**config.mk**
```make
export PLATFORM = sky130hd
export DESIGN_NAME = expected_in_accumulator
export DESIGN_NICKNAME = d
export VERILOG_FILES = /design/src/rtl/expected_in_accumulator.sv
export SDC_FILE = /design/constraint.sdc
export NUM_CORES = 2
export LEC_CHECK = 0
export BUFFER_PORTS_ARGS = -buffer_cell sky130_fd_sc_hd__buf_2
export CORE_UTILIZATION = 40
export CTS_BUF_LIST = sky130_fd_sc_hd__clkbuf_4 sky130_fd_sc_hd__clkbuf_8
export DETAILED_ROUTE_END_ITERATION = 10
export PLACE_DENSITY = 0.54
export SKIP_LAST_GASP = 1
export SLEW_MARGIN = 20
export SYNTH_ARGS = -nofsm -noshare
export SYNTH_HDL_FRONTEND = slang
export SYNTH_HIERARCHICAL = 1
export SYNTH_SLANG_ARGS = --single-unit
export TNS_END_PERCENT = 10
```
**constraint.sdc**
```tcl
create_clock -name clock -period 3.9 [get_ports clock]
set_input_delay 0.78 -clock clock [delete_from_list [all_inputs] [get_ports clock]]
set_output_delay 0.78 -clock clock [all_outputs]
set_load 0.05 [all_outputs]
```
**src/rtl/expected_in_accumulator.sv**
```systemverilog
// Batches up to M expected_in vectors, sums them lane-wise and divides by the batch
// size with a bit-serial restoring divider. Define EXPECTED_IN_ACCUM_ROUND_EN for round-to-nearest.
package expected_in_accumulator_pkg;
  typedef logic [7:0] zero2one_t;
endpackage

module expected_in_accumulator_lane #(
  parameter int W  = 8,
  parameter int CW = 6
) (
  input  logic          clock,
  input  logic          reset_n,
  input  logic          clr_i,
  input  logic          acc_i,
  input  logic          load_i,
  input  logic          step_i,
  input  logic [W-1:0]  in_i,
  input  logic [CW-1:0] cnt_i,
  input  logic [CW-1:0] bias_i,
  output logic [W-1:0]  quo_o
);
  localparam int SW = W + CW;

  logic [SW-1:0] sum_q;
  logic [SW:0]   div;
  logic [CW:0]   rem_q;
  logic [W-1:0]  quo_q;
  logic          ovf_q;
  logic [CW+1:0] trial, diff;
  logic          take;

  // quo_q starts as the low dividend bits and fills with quotient bits from the right
  assign div   = {1'b0, sum_q} + (SW+1)'(bias_i);
  assign trial = {rem_q, quo_q[W-1]};
  assign diff  = trial - {2'b00, cnt_i};
  assign take  = trial >= {2'b00, cnt_i};
  assign quo_o = ovf_q ? '1 : quo_q;

  always_ff @(posedge clock or negedge reset_n) begin
    if (!reset_n) begin
      sum_q <= '0;
      rem_q <= '0;
      quo_q <= '0;
      ovf_q <= 1'b0;
    end else begin
      if (clr_i)      sum_q <= '0;
      else if (acc_i) sum_q <= sum_q + SW'(in_i);
      if (load_i) begin
        rem_q <= div[SW:W];
        quo_q <= div[W-1:0];
        ovf_q <= div[SW:W] >= {1'b0, cnt_i};
      end else if (step_i) begin
        rem_q <= take ? diff[CW:0] : trial[CW:0];
        quo_q <= {quo_q[W-2:0], take};
      end
    end
  end
endmodule

module expected_in_accumulator
  import expected_in_accumulator_pkg::*;
#(
  parameter int N = 16,
  parameter int M = 56
) (
  input  logic                     clock,
  input  logic                     reset_n,
  input  logic                     in_valid,
  output logic                     in_ready,
  input  zero2one_t [N-1:0]        in,
  input  logic                     flush,
  output logic                     out_valid,
  input  logic                     out_ready,
  output zero2one_t [N-1:0]        out,
  output logic [$clog2(M+1)-1:0]   count
);
  localparam int W   = $bits(zero2one_t);
  localparam int CW  = $clog2(M+1);
  localparam int SCW = $clog2(W+1);

  typedef enum logic [1:0] {ACCUM, DIVIDE, HOLD} state_t;

  state_t         state_q;
  logic [SCW-1:0] step_q;
  logic [CW-1:0]  count_q, bias;
  logic           in_ready_q, out_valid_q;
  logic           accept, go_div, clr, load, step;
  logic [N-1:0][W-1:0] quo;

  assign accept = in_ready_q & in_valid;
  assign go_div = (accept && count_q == CW'(M-1)) || (flush && (accept || count_q != '0));
  assign clr    = (state_q == HOLD) && out_ready;
  assign load   = (state_q == DIVIDE) && (step_q == '0);
  assign step   = (state_q == DIVIDE) && (step_q != '0);

`ifdef EXPECTED_IN_ACCUM_ROUND_EN
  assign bias = count_q >> 1;
`else
  assign bias = '0;
`endif

  assign in_ready  = in_ready_q;
  assign out_valid = out_valid_q;
  assign count     = count_q;

  // Step 0 loads the dividend, steps 1..W resolve one quotient bit each
  always_ff @(posedge clock or negedge reset_n) begin
    if (!reset_n) begin
      state_q     <= ACCUM;
      step_q      <= '0;
      count_q     <= '0;
      in_ready_q  <= 1'b0;
      out_valid_q <= 1'b0;
    end else begin
      case (state_q)
        ACCUM: begin
          count_q    <= count_q + CW'(accept);
          in_ready_q <= !go_div;
          step_q     <= '0;
          if (go_div) state_q <= DIVIDE;
        end
        DIVIDE: begin
          step_q <= step_q + 1'b1;
          if (step_q == SCW'(W)) begin
            state_q     <= HOLD;
            out_valid_q <= 1'b1;
          end
        end
        HOLD: begin
          if (out_ready) begin
            state_q     <= ACCUM;
            count_q     <= '0;
            out_valid_q <= 1'b0;
            in_ready_q  <= 1'b1;
          end
        end
        default: state_q <= ACCUM;
      endcase
    end
  end

  for (genvar i = 0; i < N; i++) begin : g_lane
    expected_in_accumulator_lane #(.W(W), .CW(CW)) u_lane (
      .clock   (clock),
      .reset_n (reset_n),
      .clr_i   (clr),
      .acc_i   (accept),
      .load_i  (load),
      .step_i  (step),
      .in_i    (in[i]),
      .cnt_i   (count_q),
      .bias_i  (bias),
      .quo_o   (quo[i])
    );
    assign out[i] = out_valid_q ? zero2one_t'(quo[i]) : '0;
  end
endmodule

```
# After elaboration in Yosys (flattened, before gate mapping)
# Cells that the tools add are included.
[totals]
ff_bits = 494
latch_bits = 0
ram_bits = 0
romBits = 0
in_bits = 133
output_inout_bits = 136
memories = 0
[op_classes]
n_addsub = 34
mul = 0
n_div = 0
magnitude_cmp = 32
eq_ne = 7
shift = 0
muxes = 156
n_bitwise = 1
n_reduce_logical = 20
[ops]
columns = ["op", "count"]
rows = [
  ["$mux 8", 64],
  ["$mux 14", 32],
  ["$mux 7", 48],
  ["$add 14x8->14", 16],
  ["$ge 8x6->1", 16],
  ["$sub 7x6->7", 16],
  ["$ge 6x6->1", 16],
  ["$pmux 6 s2", 1],
  ["$reduce_bool 2->1", 5],
  ["$pmux 4 s2", 1],
  ["$add 6x1->6", 1],
  ["$eq 6x6->1 const B", 1],
  ["$mux 2", 3],
  ["$mux 6", 1],
  ["$pmux 2 s3", 1],
  ["$reduce_and 3->1", 2],
  ["$reduce_bool 6->1", 1],
  ["$logic_and 1x1->1", 5],
  ["$add 4x1->4 const B", 1],
  ["$eq 4x4->1 const B", 1],
  ["$logic_not 4->1", 1],
  ["$ne 2x2->1 const B", 2],
  ["$pmux 1 s2", 2],
  ["$reduce_bool 4->1", 1],
  ["other kinds (9)", 12],
]

# Logic depth before layout (Yosys ltp)
[logic_depth]
word_depth = 6
depth_mapped = 13

# Cells and area by module
# The synthesis kept the hierarchy.
[modules_own_cells]
columns = ["mod", "n_inst", "cells_per_inst", "area_each_um2"]
rows = [
  ["expected_in_accumulator_lane at g_lane[11].u_lane ...", 10, 331, 2797.7],
  ["expected_in_accumulator_lane at g_lane[0].u_lane ...", 3, 318, 2701.3],
  ["expected_in_accumulator_lane at g_lane[10].u_lane", 1, 314, 2730.1],
  ["expected_in_accumulator_lane at g_lane[8].u_lane", 1, 317, 2721.4],
  ["expected_in_accumulator_lane at g_lane[9].u_lane", 1, 310, 2658.8],
  ["expected_in_accumulator", 1, 220, 1656.6],
]

# Worst setup path after synthesis
# Ideal clock, no wire load.
[synth_timing]
kind = "reg-to-reg"
from = "register count_q[1], in the netlist count[1]"
to = "register g_lane[11].u_lane.rem_q[2]"
setup_time_ns = 0.122
arrival_time_ns = 3.217
slack_ns = 0.561
stages_incl_launch_ff = 7
synth_period_minus_slack_ns = 3.339
cell_sequence = "dfrtp_1 -> fa_1 -> nand2b_1 -> nand2b_1 -> a221o_1 -> or4_1 -> a32o_1"
[synth_via]
elab_chain_len = 4
[synth_rtl]
columns = ["element", "line", "source"]
rows = [
  ["start: declaration", "85", "logic [CW-1:0] count_q, bias;"],
  ["start signal: assignment", "117", "count_q <= count_q + CW'(accept);"],
  ["$sub 7x6->7 or $ge 8x6->1 (tied branches)", "35, 36", ""],
  ["$mux 7 (*)", "53", "rem_q <= take ? diff[CW:0] : trial[CW:0];"],
  ["$mux 7 (*)", "52", "end else if (step_i) begin"],
  ["$mux 7 (*)", "48", "if (load_i) begin"],
  ["end signal: assignment", "49", "rem_q <= div[SW:W];"],
  ["end signal: assignment", "53", ""],
  ["end: declaration", "26", "logic [CW:0] rem_q;"],
]
# Every way passes the cells marked *; elsewhere a longest branch is shown, timed or not. The select of a mux whose other input is x is not followed.
# A chain may end at the register's enable or synchronous reset.

==> key figures <==
Outcome
  – Status: completed

Floorplanning
  – Die Ht: 341 um
  – # IOs: 269
  – Die area: 116000 um2
  – Core Footprint: 113000 um2
  – Cell Rows: 123
  – Initial Utilization: 40.5%
  – Die X: 341 um

Clock tree
  – CTS tree: done
  – Max Root-Sink Buffers: 3
  – Clk_lat worst skew: 0.76 ns
  – CTS H-tree lvls: 3
  – Num CTS Buffers: 100
  – CTS root buf: clkbuf_8
  – CTS sink cnt: 494
  – Cts repair resizes: 0
  – Worst-path clk slew: 0.06 ns

Setup path
  – Startpoint types: flop
  – Crit-path max FO: 63
  – Crit path launch: out_valid$_DFFE_PN0P_
  – CP peak stage delay: 0.94 ns
  – Flop2flop setup slack: 0.73 ns
  – Worst Reg-to-Reg Cells: 6
  – Critical path buffer and inverter count: 2
  – Crit. End Element: output port
  – FF-to-FF End: g_lane[6].u_lane/rem_q[3]$_DFFE_PN0P_
  – Setup Crit Path Kind: flop to output port
  – Delay-heaviest family, CP: flip-flops
  – Critical path's slowest cell: dfrtp_4
  – Worst EP required: 3.12 ns
  – Reg2reg start: count[4]$_DFFE_PN0P_
  – Worst path arrival time: 2.56 ns
  – Crit-path cells: buf_4 > and2_1 > buf_2
  – Crit path depth: 3

Detailed routing
  – Routed Antenna Nets: 0
  – WL final: 129000 um
  – Drt pass-1 iters: 5
  – Routed vias/inst: 5.69
  – Drc violations: 0
  – Initial drt markers: 2271
  – Wire per inst: 17.6 um
  – Via count: 41.7k

Timing
  – Setup TNS: 0 ns
  – Setup Skew: 0.0312 ns
  – Slew Viols, Final: 0
  – Final Cycle Share: 85.6%
  – Least-Margin Pin Slew: 1.02 ns
  – Setup violators final: 0
  – Relative slew margins: 30.4%
  – Hold slack: 0.379 ns
  – Final hold viol count: 0
  – Setup WS post-layout: 0.560 ns
  – Min cycle time layout: 3.34 ns
  – Fmax achieved: 0.299 GHz
  – Unrepaired setup endpoints after global routing: false

Power
  – Net Sw Frac: 50.8%
  – P per Cell Area: 937 nW/um2
  – Psw: 24.5 mW
  – IR Drop Worst-Case VDD: 0.711 mV
  – Total Power: 48.2 mW
  – Internal power: 23.8 mW
  – Reg power frac: 22.1%
  – Static leakage: 24.0 nW
  – Clock share of power: 12.4%
  – Logic gate share of total power: 65.5%

Worst hold path
  – Hold Crit Class: primary input to flop
  – WHS Path Cells: 4
  – Worst Hold Launch: out_ready
  – WHS Endpoint: out_valid$_DFFE_PN0P_

Logic synthesis
  – Sequential share of the synthesized area: 27.0%
  – Ys async rst share: 100%
  – Top cell type's share of synthesized area: 27.0%
  – Largest area contributor in the netlist: dfrtp_1
  – EDFF count, synth: 0
  – Avg Cell Area, Syn: 8.45 um2
  – Top FF cell, synth: dfrtp_1
  – Syn Std Cell Area: 45800 um2
  – Yosys reg bits: 494
  – Gate count of the mapped netlist: 5425
  – Main area contributors after synthesis: dfrtp_1 (27%), ha_1 (11%), a21oi_1 (4.3%)
  – Yosys Warn Count: 6
  – Distinct cell type count after synthesis: 93

Placement
  – Place WS: 0.715 ns
  – Post-detail-place hpwl: 94700 um
  – GPL Wtd Cong: 0.878
  – Placed cell count: 7134
  – Area after DPL: 49300 um2
  – IO buf count: 268

GRT
  – Global route total overflow: 0
  – Initial antenna violation count: 7
  – GRT Util Overall: 21.9%
  – Met1 Usage GRT: 30.1%
  – M3 GR Usage: 3.03%
  – M2 GR Usage: 36.3%
  – Vias in the first global route: 40.5k
  – GRT Max-Usage Layer: met2
  – First-pass GRT wire length: 212000 um
  – Largest net degree at the start of global routing: 105

Job
  – Max cap viols: 0

Cells and area
  – Area delta synth->final: 12.3%
  – Post-route cell area: 51500 um2
  – Layout cell share with drive strength beyond 1: 13.7%
  – # nets final: 6338
  – Final cell count without fillers: 7321
  – Final Util: 45.5%
[cell type report]
type / instances / area, um2
sequential: 494 / 12400
inverter: 300 / 1130
clock inverter: 27 / 275
fill: 11377 / 61600
multi-input combinational: 4499 / 31800
antenna: 6 / 15.0
clock buffer: 153 / 1920
timing repair buffer: 342 / 2120
tap: 1500 / 1880
[kinds of logic after synthesis]
group	count (synthesis)	share of synthesized area [%]
simple gates	1856	21.5
compound gates	1754	26.9
buf+inv	543	4.71
flops	494	27.0
fa+ha+maj	468	13.6
xor+xnor	171	3.27
mux	138	3.10
other cells	1	0.00818
[synthesized netlist by cell type, types with 100 or more instances]
master	n
nor2_1	516
clkbuf_1	200
inv_1	288
nor3_1	111
a21oi_1	391
nand2b_1	100
xnor2_1	106
and2_1	189
nand2_1	237
a211oi_1	181
ha_1	420
mux2i_1	106
o21ai_0	325
dfrtp_1	494
or2_2	129
[how the worst max path moves through the flow]
stage                                                         to  slack (ns)
final                                                     out[7]        0.56
after global routing                                     out[19]        0.36
after CTS                                                 out[7]        0.38
after detailed placement  g_lane[14].u_lane/rem_q[4]$_DFFE_PN0P_        0.71
after global placement    g_lane[14].u_lane/rem_q[4]$_DFFE_PN0P_        0.76
after floorplan           g_lane[11].u_lane/rem_q[2]$_DFFE_PN0P_        0.56
[cell usage in the layout, fill, tap and decap left out, types with 52 or more instances in the layout]
master and instances:
a211o_1 58, a211oi_1 181, a21o_1 83, a21oi_1 391, and2_1 187, and3_1 78, buf_2 267, buf_4 56
clkbuf_8 123, conb_1 112, dfrtp_1 487, ha_1 420, inv_1 288, mux2i_1 106, nand2_1 237, nand2b_1 100
nand3_1 87, nand4_1 68, nor2_1 514, nor2b_1 86, nor3_1 111, o211ai_1 75, o21ai_0 325, o21bai_1 52
or2_2 129, xnor2_1 106, xor2_1 65
[tightest hold or removal path: stages]
cell	delay, ns
buf_2	0.10
nand2_1	0.09
nand2_1	0.08
nand2_1	0.04
[sequential cells by signal, summed over array words and instances (netlist names)]
name / flops
count: 6
g_lane.u_lane/ovf_q: 16
out_valid: 1
in_ready: 1
state_q: 2
g_lane.u_lane/quo_q: 128
g_lane.u_lane/sum_q: 224
g_lane.u_lane/rem_q: 112
step_q: 4
[metal layers]
metal	wire length (um)	vias to the layer above
met4	2420	6
met1	61900	19957
met2	59800	730
met3	5040	170
li1	-	20787
met5	32	-
[timing repair]
item,in CTS,in global routing
hold endpoints to repair,32,0
hold buffers,1,0
buffers inserted,0,0
[power groups by stage]
stage          clock [mW]  combinational, mW  sequential [mW]
2_1_floorplan           0               25.2             9.42
3_3_place_gp            0               30.8             10.7
3_5_place_dp            0               31.1             10.7
4_1_cts              6.24               31.2             10.7
5_1_grt              6.46               35.2             11.1
6_report             6.00               31.6             10.7
Note: power is estimated with default switching activity, not from simulation.
